### src/rtl/sram_like_arbiter_if.sv
// SRAM-like request/response bundle. The master issues address phases;
// the slave returns addr_ok, data_ok and rdata.
interface sram_like_arbiter_if;
  logic        req;
  logic        wr;
  logic [1:0]  size;
  logic [3:0]  wstrb;
  logic [31:0] addr;
  logic [31:0] wdata;
  logic        addr_ok;
  logic        data_ok;
  logic [31:0] rdata;

  modport master (
    output req, wr, size, wstrb, addr, wdata,
    input  addr_ok, data_ok, rdata
  );

  modport slave (
    input  req, wr, size, wstrb, addr, wdata,
    output addr_ok, data_ok, rdata
  );
endinterface

### src/rtl/sram_like_arbiter.sv
// Shares one SRAM-like port between the read-only inst requester and the data requester.
// Accepted transactions are tracked in an in-order source FIFO to route responses back.
module sram_like_arbiter #(
  parameter int unsigned OUTSTANDING = 4,
  parameter bit          DATA_PRIO   = 1'b1
) (
  input  logic               clk,
  input  logic               resetn,
  sram_like_arbiter_if.slave inst_if,
  sram_like_arbiter_if.slave data_if,
  sram_like_arbiter_if.master m_if,
  output logic               busy
);
  localparam int unsigned PtrW = $clog2(OUTSTANDING);
  localparam int unsigned CntW = PtrW + 1;
  localparam logic [CntW-1:0] CntFull = CntW'(OUTSTANDING);

  typedef enum logic [1:0] {StIdle, StHoldI, StHoldD} state_e;

  state_e                 state_q, state_d;
  logic [OUTSTANDING-1:0] src_q;
  logic [PtrW-1:0]        wr_ptr_q, rd_ptr_q;
  logic [CntW-1:0]        cnt_q, cnt_d;
  logic                   busy_q;
  logic                   full, grant, grant_data, push, pop, head;

  assign busy = busy_q;

  always_comb begin
    state_d    = state_q;
    grant      = 1'b0;
    grant_data = 1'b0;
    // The full check uses the registered count, so a same-cycle pop never frees a slot.
    full       = (cnt_q == CntFull);
    unique case (state_q)
      StIdle: begin
        if (!full && (inst_if.req || data_if.req)) begin
          grant      = 1'b1;
          grant_data = data_if.req && (DATA_PRIO || !inst_if.req);
        end
      end
      StHoldI: begin
        if (!inst_if.req) state_d = StIdle;
        else if (!full)   grant   = 1'b1;
      end
      StHoldD: begin
        grant_data = 1'b1;
        if (!data_if.req) state_d = StIdle;
        else if (!full)   grant   = 1'b1;
      end
      default: state_d = StIdle;
    endcase
    if (grant) begin
      if (m_if.addr_ok) state_d = StIdle;
      else              state_d = grant_data ? StHoldD : StHoldI;
    end
    // Outputs are forced low while reset is held, independent of requester inputs.
    if (!resetn) grant = 1'b0;
    push  = grant && m_if.addr_ok;
    pop   = resetn && m_if.data_ok && (cnt_q != '0);
    head  = src_q[rd_ptr_q];
    cnt_d = cnt_q + CntW'(push) - CntW'(pop);
  end

  always_comb begin
    m_if.req   = grant;
    m_if.wr    = 1'b0;
    m_if.size  = 2'd0;
    m_if.wstrb = 4'd0;
    m_if.addr  = 32'd0;
    m_if.wdata = 32'd0;
    if (grant && grant_data) begin
      m_if.wr    = data_if.wr;
      m_if.size  = data_if.size;
      m_if.wstrb = data_if.wstrb;
      m_if.addr  = data_if.addr;
      m_if.wdata = data_if.wdata;
    end else if (grant) begin
      m_if.size = inst_if.size;
      m_if.addr = inst_if.addr;
    end
    inst_if.addr_ok = push && !grant_data;
    data_if.addr_ok = push && grant_data;
    inst_if.data_ok = pop && !head;
    data_if.data_ok = pop && head;
    inst_if.rdata   = (pop && !head) ? m_if.rdata : 32'd0;
    data_if.rdata   = (pop && head) ? m_if.rdata : 32'd0;
  end

  always_ff @(posedge clk or negedge resetn) begin
    if (!resetn) begin
      state_q  <= StIdle;
      src_q    <= '0;
      wr_ptr_q <= '0;
      rd_ptr_q <= '0;
      cnt_q    <= '0;
      busy_q   <= 1'b0;
    end else begin
      state_q <= state_d;
      if (push) begin
        src_q[wr_ptr_q] <= grant_data;
        wr_ptr_q        <= wr_ptr_q + PtrW'(1);
      end
      if (pop) rd_ptr_q <= rd_ptr_q + PtrW'(1);
      cnt_q  <= cnt_d;
      busy_q <= (cnt_d != '0);
    end
  end
endmodule
### src/flat_wrapper.sv
// flat-port wrapper written by rule: the top's interface ports become plain ports
module sram_like_arbiter_flat 
#(
  parameter int unsigned OUTSTANDING = 4,
  parameter bit          DATA_PRIO   = 1'b1
)
  (clk, resetn, busy, inst_if_req, inst_if_wr, inst_if_size, inst_if_wstrb, inst_if_addr, inst_if_wdata, inst_if_addr_ok, inst_if_data_ok, inst_if_rdata, data_if_req, data_if_wr, data_if_size, data_if_wstrb, data_if_addr, data_if_wdata, data_if_addr_ok, data_if_data_ok, data_if_rdata, m_if_req, m_if_wr, m_if_size, m_if_wstrb, m_if_addr, m_if_wdata, m_if_addr_ok, m_if_data_ok, m_if_rdata);
  sram_like_arbiter_if inst_if_i ();
  sram_like_arbiter_if data_if_i ();
  sram_like_arbiter_if m_if_i ();
  input  logic clk;
  input  logic resetn;
  output logic busy;
  input wire logic [$bits(inst_if_i.req)-1:0] inst_if_req;
  input wire logic [$bits(inst_if_i.wr)-1:0] inst_if_wr;
  input wire logic [$bits(inst_if_i.size)-1:0] inst_if_size;
  input wire logic [$bits(inst_if_i.wstrb)-1:0] inst_if_wstrb;
  input wire logic [$bits(inst_if_i.addr)-1:0] inst_if_addr;
  input wire logic [$bits(inst_if_i.wdata)-1:0] inst_if_wdata;
  output wire logic [$bits(inst_if_i.addr_ok)-1:0] inst_if_addr_ok;
  output wire logic [$bits(inst_if_i.data_ok)-1:0] inst_if_data_ok;
  output wire logic [$bits(inst_if_i.rdata)-1:0] inst_if_rdata;
  input wire logic [$bits(data_if_i.req)-1:0] data_if_req;
  input wire logic [$bits(data_if_i.wr)-1:0] data_if_wr;
  input wire logic [$bits(data_if_i.size)-1:0] data_if_size;
  input wire logic [$bits(data_if_i.wstrb)-1:0] data_if_wstrb;
  input wire logic [$bits(data_if_i.addr)-1:0] data_if_addr;
  input wire logic [$bits(data_if_i.wdata)-1:0] data_if_wdata;
  output wire logic [$bits(data_if_i.addr_ok)-1:0] data_if_addr_ok;
  output wire logic [$bits(data_if_i.data_ok)-1:0] data_if_data_ok;
  output wire logic [$bits(data_if_i.rdata)-1:0] data_if_rdata;
  output wire logic [$bits(m_if_i.req)-1:0] m_if_req;
  output wire logic [$bits(m_if_i.wr)-1:0] m_if_wr;
  output wire logic [$bits(m_if_i.size)-1:0] m_if_size;
  output wire logic [$bits(m_if_i.wstrb)-1:0] m_if_wstrb;
  output wire logic [$bits(m_if_i.addr)-1:0] m_if_addr;
  output wire logic [$bits(m_if_i.wdata)-1:0] m_if_wdata;
  input wire logic [$bits(m_if_i.addr_ok)-1:0] m_if_addr_ok;
  input wire logic [$bits(m_if_i.data_ok)-1:0] m_if_data_ok;
  input wire logic [$bits(m_if_i.rdata)-1:0] m_if_rdata;
  assign inst_if_i.req = inst_if_req;
  assign inst_if_i.wr = inst_if_wr;
  assign inst_if_i.size = inst_if_size;
  assign inst_if_i.wstrb = inst_if_wstrb;
  assign inst_if_i.addr = inst_if_addr;
  assign inst_if_i.wdata = inst_if_wdata;
  assign inst_if_addr_ok = inst_if_i.addr_ok;
  assign inst_if_data_ok = inst_if_i.data_ok;
  assign inst_if_rdata = inst_if_i.rdata;
  assign data_if_i.req = data_if_req;
  assign data_if_i.wr = data_if_wr;
  assign data_if_i.size = data_if_size;
  assign data_if_i.wstrb = data_if_wstrb;
  assign data_if_i.addr = data_if_addr;
  assign data_if_i.wdata = data_if_wdata;
  assign data_if_addr_ok = data_if_i.addr_ok;
  assign data_if_data_ok = data_if_i.data_ok;
  assign data_if_rdata = data_if_i.rdata;
  assign m_if_req = m_if_i.req;
  assign m_if_wr = m_if_i.wr;
  assign m_if_size = m_if_i.size;
  assign m_if_wstrb = m_if_i.wstrb;
  assign m_if_addr = m_if_i.addr;
  assign m_if_wdata = m_if_i.wdata;
  assign m_if_i.addr_ok = m_if_addr_ok;
  assign m_if_i.data_ok = m_if_data_ok;
  assign m_if_i.rdata = m_if_rdata;
  sram_like_arbiter #(.OUTSTANDING(OUTSTANDING), .DATA_PRIO(DATA_PRIO)) u_core (.clk(clk), .resetn(resetn), .inst_if(inst_if_i), .data_if(data_if_i), .m_if(m_if_i), .busy(busy));
endmodule
### config.mk
export PLATFORM = sky130hd
export DESIGN_NAME = sram_like_arbiter_flat
export DESIGN_NICKNAME = d
export VERILOG_FILES = /design/src/rtl/sram_like_arbiter_if.sv /design/src/rtl/sram_like_arbiter.sv /design/src/flat_wrapper.sv
export SDC_FILE = /design/constraint.sdc
export NUM_CORES = 1
export LEC_CHECK = 0
export CAP_MARGIN = 10
export CORE_AREA = 2 2 126 128
export CTS_CLUSTER_DIAMETER = 60
export CTS_CLUSTER_SIZE = 12
export DETAILED_ROUTE_END_ITERATION = 8
export DIE_AREA = 0 0 128 130
export PLACE_DENSITY = 0.61
export SETUP_SLACK_MARGIN = 0.5
export SLEW_MARGIN = 20
export SYNTH_ARGS = -nofsm -noshare
export SYNTH_HDL_FRONTEND = slang
export SYNTH_SLANG_ARGS = --single-unit
### constraint.sdc
create_clock -name clk -period 2.63 [get_ports clk]
set_input_delay 0.526 -clock clk [delete_from_list [all_inputs] [get_ports clk]]
set_output_delay 0.526 -clock clk [all_outputs]
set_load 0.02 [all_outputs]
# Word-level counts from Yosys, hierarchy flattened
# Index checks and enable logic that the tools add are counted.
[word_totals]
register_bits = 14
in_bits = 180
output_inout_bits = 141
word_cells = 65
[classes]
add_sub_neg = 4
magnitude_cmp = 3
n_eq_ne = 6
muxes = 28
n_reduce_logical = 18
[ops]
columns = ["op", "n"]
rows = [
  ["32-bit two-way mux", 5],
  ["2-bit two-way mux", 7],
  ["1-bit logical AND", 10],
  ["1-bit two-way mux", 9],
  ["2-bit by 3-bit < comparator with 1-bit output, second input constant", 2],
  ["3-bit by 2-bit != test with 1-bit output, second input constant", 2],
  ["2-bit case mux with 3 select lines", 1],
  ["3-bit nonzero test", 2],
  ["2-bit by 1-bit adder with 2-bit output, second input constant", 2],
  ["4-bit bitwise mux", 1],
  ["4-bit two-way mux", 1],
  ["3-bit by 1-bit adder with 3-bit output", 1],
  ["3-bit == test, second input constant", 1],
  ["1-bit logical NOT", 3],
  ["1-bit case mux with 3 select lines", 1],
  ["3-bit AND reduction", 1],
  ["3-bit by 1-bit subtractor with 3-bit output", 1],
  ["1-bit binary-select mux with 2-bit select", 1],
  ["1-bit demux with 2-bit select", 1],
  ["2-bit by 1-bit == test with 1-bit output, second input constant", 1],
  ["2-bit == test, second input constant", 1],
  ["2-bit by 1-bit greater-or-equal comparator with 1-bit output, second input constant", 1],
  ["2-bit logical NOT", 1],
  ["2-bit by 1-bit != test with 1-bit output, second input constant", 1],
  ["2 further kinds", 2],
]

# Longest topological paths before layout
[depth]
ltp_word = 10
depth_mapped = 10
mapped_depth_nobuf = 10

# Worst setup path before layout
# OpenSTA, ideal clock, no wires.
[synth_path]
path_kind = "reg2reg"
startpoint = "reg u_core.cnt_q[2]"
endpoint = "reg u_core.busy_q (netlist: u_core.busy)"
setup_ps = 131
arrival_time_ps = 2630
required_ps = 2499
setup_slack_ps = -132
path_stages_with_launch = 11
path_buffers = 1
period_less_slack_ps = 2762
cell_sequence = "dfrtp_1 o311ai_1 inv_1 clkbuf_1 ha_1 inv_1 ha_1 fa_1 xor2_1 xnor2_1 or3_1"
[synth_via]
word_cells_on_any_way = 15
classes_between = "add/sub: 2; eq/ne: 1; mux: 6; reduce/logical: 6"
[synth_lines]
columns = ["item", "line", "rtl"]
rows = [
  ["start: declaration", "sram_like_arbiter.sv:23", "logic [CntW-1:0] cnt_q, cnt_d;"],
  ["start signal: assignment", "sram_like_arbiter.sv:105", "cnt_q <= cnt_d;"],
  ["3-bit nonzero test", "sram_like_arbiter.sv:60", "pop = resetn && m_if.data_ok && (cnt_q != '0);"],
  ["1-bit logical AND", "sram_like_arbiter.sv:60", ""],
  ["via u_core.pop", "sram_like_arbiter.sv:25", "logic full, grant, grant_data, push, pop, head;"],
  ["3-bit by 1-bit subtractor with 3-bit output", "sram_like_arbiter.sv:62", "cnt_d = cnt_q + CntW'(push) - CntW'(pop);"],
  ["via u_core.cnt_d[2]", "sram_like_arbiter.sv:23", ""],
  ["3-bit nonzero test", "sram_like_arbiter.sv:106", "busy_q <= (cnt_d != '0);"],
  ["end signal: assignment", "sram_like_arbiter.sv:106", ""],
  ["end: declaration", "sram_like_arbiter.sv:24", "logic busy_q;"],
]
# The timed path passes the listed nets, and every way through them passes these cells.
# A chain may end at the register's enable or synchronous reset.

# Final worst setup path
[layout_path]
startpoint = "reg u_core.state_q[1]"
endpoint = "out m_if_size[1]"
[layout_via]
elab_chain_cells = 5
word_cells_on_any_way = 9
classes_between = "eq/ne: 2; mux: 5; reduce/logical: 2"
[layout_rtl]
columns = ["item", "line", "rtl"]
rows = [
  ["start: declaration", "sram_like_arbiter.sv:20", "state_e state_q, state_d;"],
  ["start signal: assignment", "sram_like_arbiter.sv:92", "state_q <= StIdle;"],
  ["start signal: assignment", "sram_like_arbiter.sv:99", "state_q <= state_d;"],
  ["2-bit == test (tied with other cells)", "sram_like_arbiter.sv:35", "unique case (state_q)"],
  ["1-bit case mux with 3 select lines", "sram_like_arbiter.sv:35", ""],
  ["1-bit two-way mux", "sram_like_arbiter.sv:58", "if (!resetn) grant = 1'b0;"],
  ["2-bit two-way mux or 1-bit logical AND (tied branches)", "sram_like_arbiter.sv:78, sram_like_arbiter.sv:72", ""],
  ["2-bit two-way mux *", "sram_like_arbiter.sv:72", "if (grant && grant_data) begin"],
  ["end: declaration", "flat_wrapper.sv:34", "output wire logic [$bits(m_if_i.size)-1:0] m_if_size;"],
]
# Mark *: on every way between the ends. The rest lies on a longest branch, timed or not.

==> summary.txt <==
Cells and area
  • # nets final: approximately 890
  • Area Overhead vs Synth: 270%
  • FILL cells: 1360
  • Fin area: 0.00802 mm²
  • Layout cells sized above 1: 67.9%

Clocking
  • CTS tree: yes
  • Clock sinks: 14
  • Clock Tree Root: clkbuf_16
  • Clock Pin Slew Worst Setup and Hold Paths: 0.05 ns
  • CTS H-tree lvls: 1
  • Post-CTS Hold Fix Bufs: 0
  • Clk buf depth: 2
  • Worst skew pair latency: roughly 0.24 ns
  • CTS Buf Count: 3

Synth
  • Distinct cells, synth: 33
  • Most frequent cells after synthesis: nand2_1, and3_1, a21oi_1
  • Multiplexer share of the synthesized area: under 10%
  • Post-synthesis compound-gate area fraction: 14.3%
  • Avg Inst Size Synth: 6.91 µm²
  • XOR/XNOR share of the synthesized area: 2.02%
  • Synthesized area: ~0.0022 mm²
  • Largest family of logic cells by synthesized area: simple AND/OR/NAND/NOR gates
  • Yosys warnings: 0
  • Flops & latches, synth: 14
  • Simple-gate share of the synthesized area: 46.3%
  • Post-synthesis adder-cell area fraction: about 6.7%
  • Syn Inst Count: 314
  • Async SR Flop Fraction: 100%
  • Area share of the largest cell type after synthesis: 20.2%
  • Leading area contributor after synthesis: and3_1
  • Count leader, synth: nand2_1
  • Dominant synthesized flop cell: dfrtp_1
  • Sequential share of the synthesized area: 16.2%
  • Syn nets: 505
  • EDFF count, synth: 0
  • Top cells by area, synth: and3_1, dfrtp_1, nand2_1

Timing
  • Crit share post-route: 105%
  • Minimum clock period: 2.76 ns
  • Setup ws final: -0.129 ns
  • Skew final: 0.00291 ns
  • Hold slack: 0.461 ns
  • Fin. max-slew vios: 0
  • Setup violators final: 67
  • RSZ-0062 raised after global routing: yes
  • Hold Violations, Final: 0
  • Post-Route Setup TNS: -3.85 ns
  • Worst Max-Slew Pin Slew: 0.258 ns
  • Rel. slew slack: between 80% and 90%
  • Fmax: 362 MHz

Detailed routing
  • # DRC: 0
  • Vias: roughly 3800
  • Post-Route WL: 14800 µm
  • Drt pass-1 iters: 4
  • DR iter-0 viols: 67
  • Antenna viol nets, final: 0
  • Wire per inst: 16.7 µm
  • Via density: 4.25

Floorplan
  • Core area: 0.0154 mm²
  • Num ports: between 300 and 400
  • Initial Util: between 10 and 15%
  • Horiz. Die Dim: 128 µm
  • Row count: 46
  • Die area: around 0.017 mm²
  • Die height: 130 µm

Worst setup path
  • Worst flop-to-flop path startpoint: u_core.state_q[1]$_DFFE_PN0P_
  • Worst-path fanout max: 6
  • R2R Setup Slk: -0.04 ns
  • Worst r2r dst: u_core.busy$_DFF_PN0_
  • R2R depth: 13
  • Worst path arrival time: between 2 and 2.5 ns
  • Data required, critical path: 2.10 ns
  • Setup crit end kind: output pin
  • Setup CP Type: reg -> out
  • CP startpoint kind: flop
  • Critical path origin: u_core.state_q[1]$_DFFE_PN0P_

Place
  • Routability cong.: around 0.91
  • Worst slack, placed: -0.447 ns
  • DP HPWL: around 11000 µm
  • IO Port Bufs: approximately 280
  • Post-DP Area: 0.00640 mm²

Global routing
  • Initial antenna violation count: 1
  • GRT Util Overall: 15.3%
  • Total grt overflow: 0
  • Global-route wire length before repair: 20300 µm
  • Number of global-route vias before repair: 3696
  • Largest net degree at the start of global routing: 43

Status
  • Status: finished, violations left
  • Failing checks: negative setup slack

Pwr
  • Worst vdd ir: 417 µV
  • Power Total: 7.41 mW
  • P_leak: 3.48 nW
  • PD cells: 924 mW/mm²

Worst hold path
  • Worst Hold Class: in -> async

Flow run
  • Max-cap check violation count: 0
==> cell usage in the layout (no fill, tap or decap), drive strengths merged, types with 3 or more instances in the layout <==
master           n
ha              10
xnor2            4
dlygate4sd2      3
inv             11
dfrtp           14
mux2             5
a21oi           39
nand4            4
nand2           72
clkbuf           7
and3            70
clkdlybuf4s50  140
buf            257
and2            35
==> state kept, by name, summed over array words and instances, names as in the netlist <==
signal and count:
u_core.src_q 4, u_core.cnt_q 3, u_core.rd_ptr_q 2, u_core.state_q 2
u_core.wr_ptr_q 2, u_core.busy 1
==> metal layers <==
layer	GRT usage [%]	part of all wire (%)
met1	19.2	40
met2	27.8	54
met3	2.46	3.9
met4	2.84	1.6
met5	0	0
==> timing repair <==
item                       in CTS  in global routing
pin swaps                      23                 45
resized for setup             655                332
buffers inserted               41                 26
gates cloned                    7                  3
setup endpoints to repair     143                145
==> kinds of logic after synthesis <==
| logic type | after synthesis |
|---|---|
| multiplexers | 8 |
| flip-flops | 14 |
| AND/OR/NAND/NOR | 189 |
| AO/OA/AOI/OAI | 48 |
| adder cells (fa/ha/maj) | 11 |
| buffers and inverters | 39 |
| XOR/XNOR | 5 |
==> metrics by stage <==
| step | util (%) | instances |
|---|---|---|
| after floorplan | - | 314 |
| after global placement | 41.5 | 805 |
| after detailed placement | 41.5 | 805 |
| after CTS | 46.0 | 857 |
| after global routing | 52.0 | 886 |
| final | 52.0 | 887 |
==> where the power goes <==
| part | total [mW] | switching [mW] | internal [mW] |
|---|---|---|---|
| logic | 6.71 | 3.05 | 3.66 |
| clock network | 0.313 | 0.0828 | 0.230 |
| registers | 0.389 | 0.0670 | 0.322 |
| total | 7.41 | 3.20 | 4.21 |
==> worst max path at each step <==
| stage | to | slack (ns) | cells past startpoint |
|---|---|---|---|
| finish | m_if_size[1] | -0.13 | 11 |
| global route | m_if_size[1] | -0.21 | 11 |
| CTS | m_if_size[1] | -0.12 | 11 |
| detailed placement | m_if_wdata[5] | -0.45 | 7 |
| global placement | m_if_addr[4] | -0.43 | 8 |
| floorplan | u_core.busy$_DFF_PN0_ | 0.13 | 10 |
==> worst max-delay path, cell delays in order, from the launching register on <==
cell and delay, ns:
dfrtp_1 0.38, inv_2 0.07, ha_4 0.27, nor2b_4 0.14, o21a_1 0.20, o2111ai_4 0.13, buf_12 0.16, buf_16 0.13
buf_12 0.14, buf_6 0.11, a21oi_4 0.12, buf_6 0.14
==> layout make-up <==
type / count / area, µm² / share of cell area [%]
flip-flops and latches: 14 / 350 / 4.37
repair buffers: 404 / 4510 / 56.2
inverters: 11 / 41.3 / 0.515
clock buffers: 4 / 88.8 / 1.11
diodes: 1 / 2.50 / 0.0312
well taps: 192 / 240 / 3.00
multi-input cells: 261 / 2790 / 34.8
(Power assumes the default switching activity.)
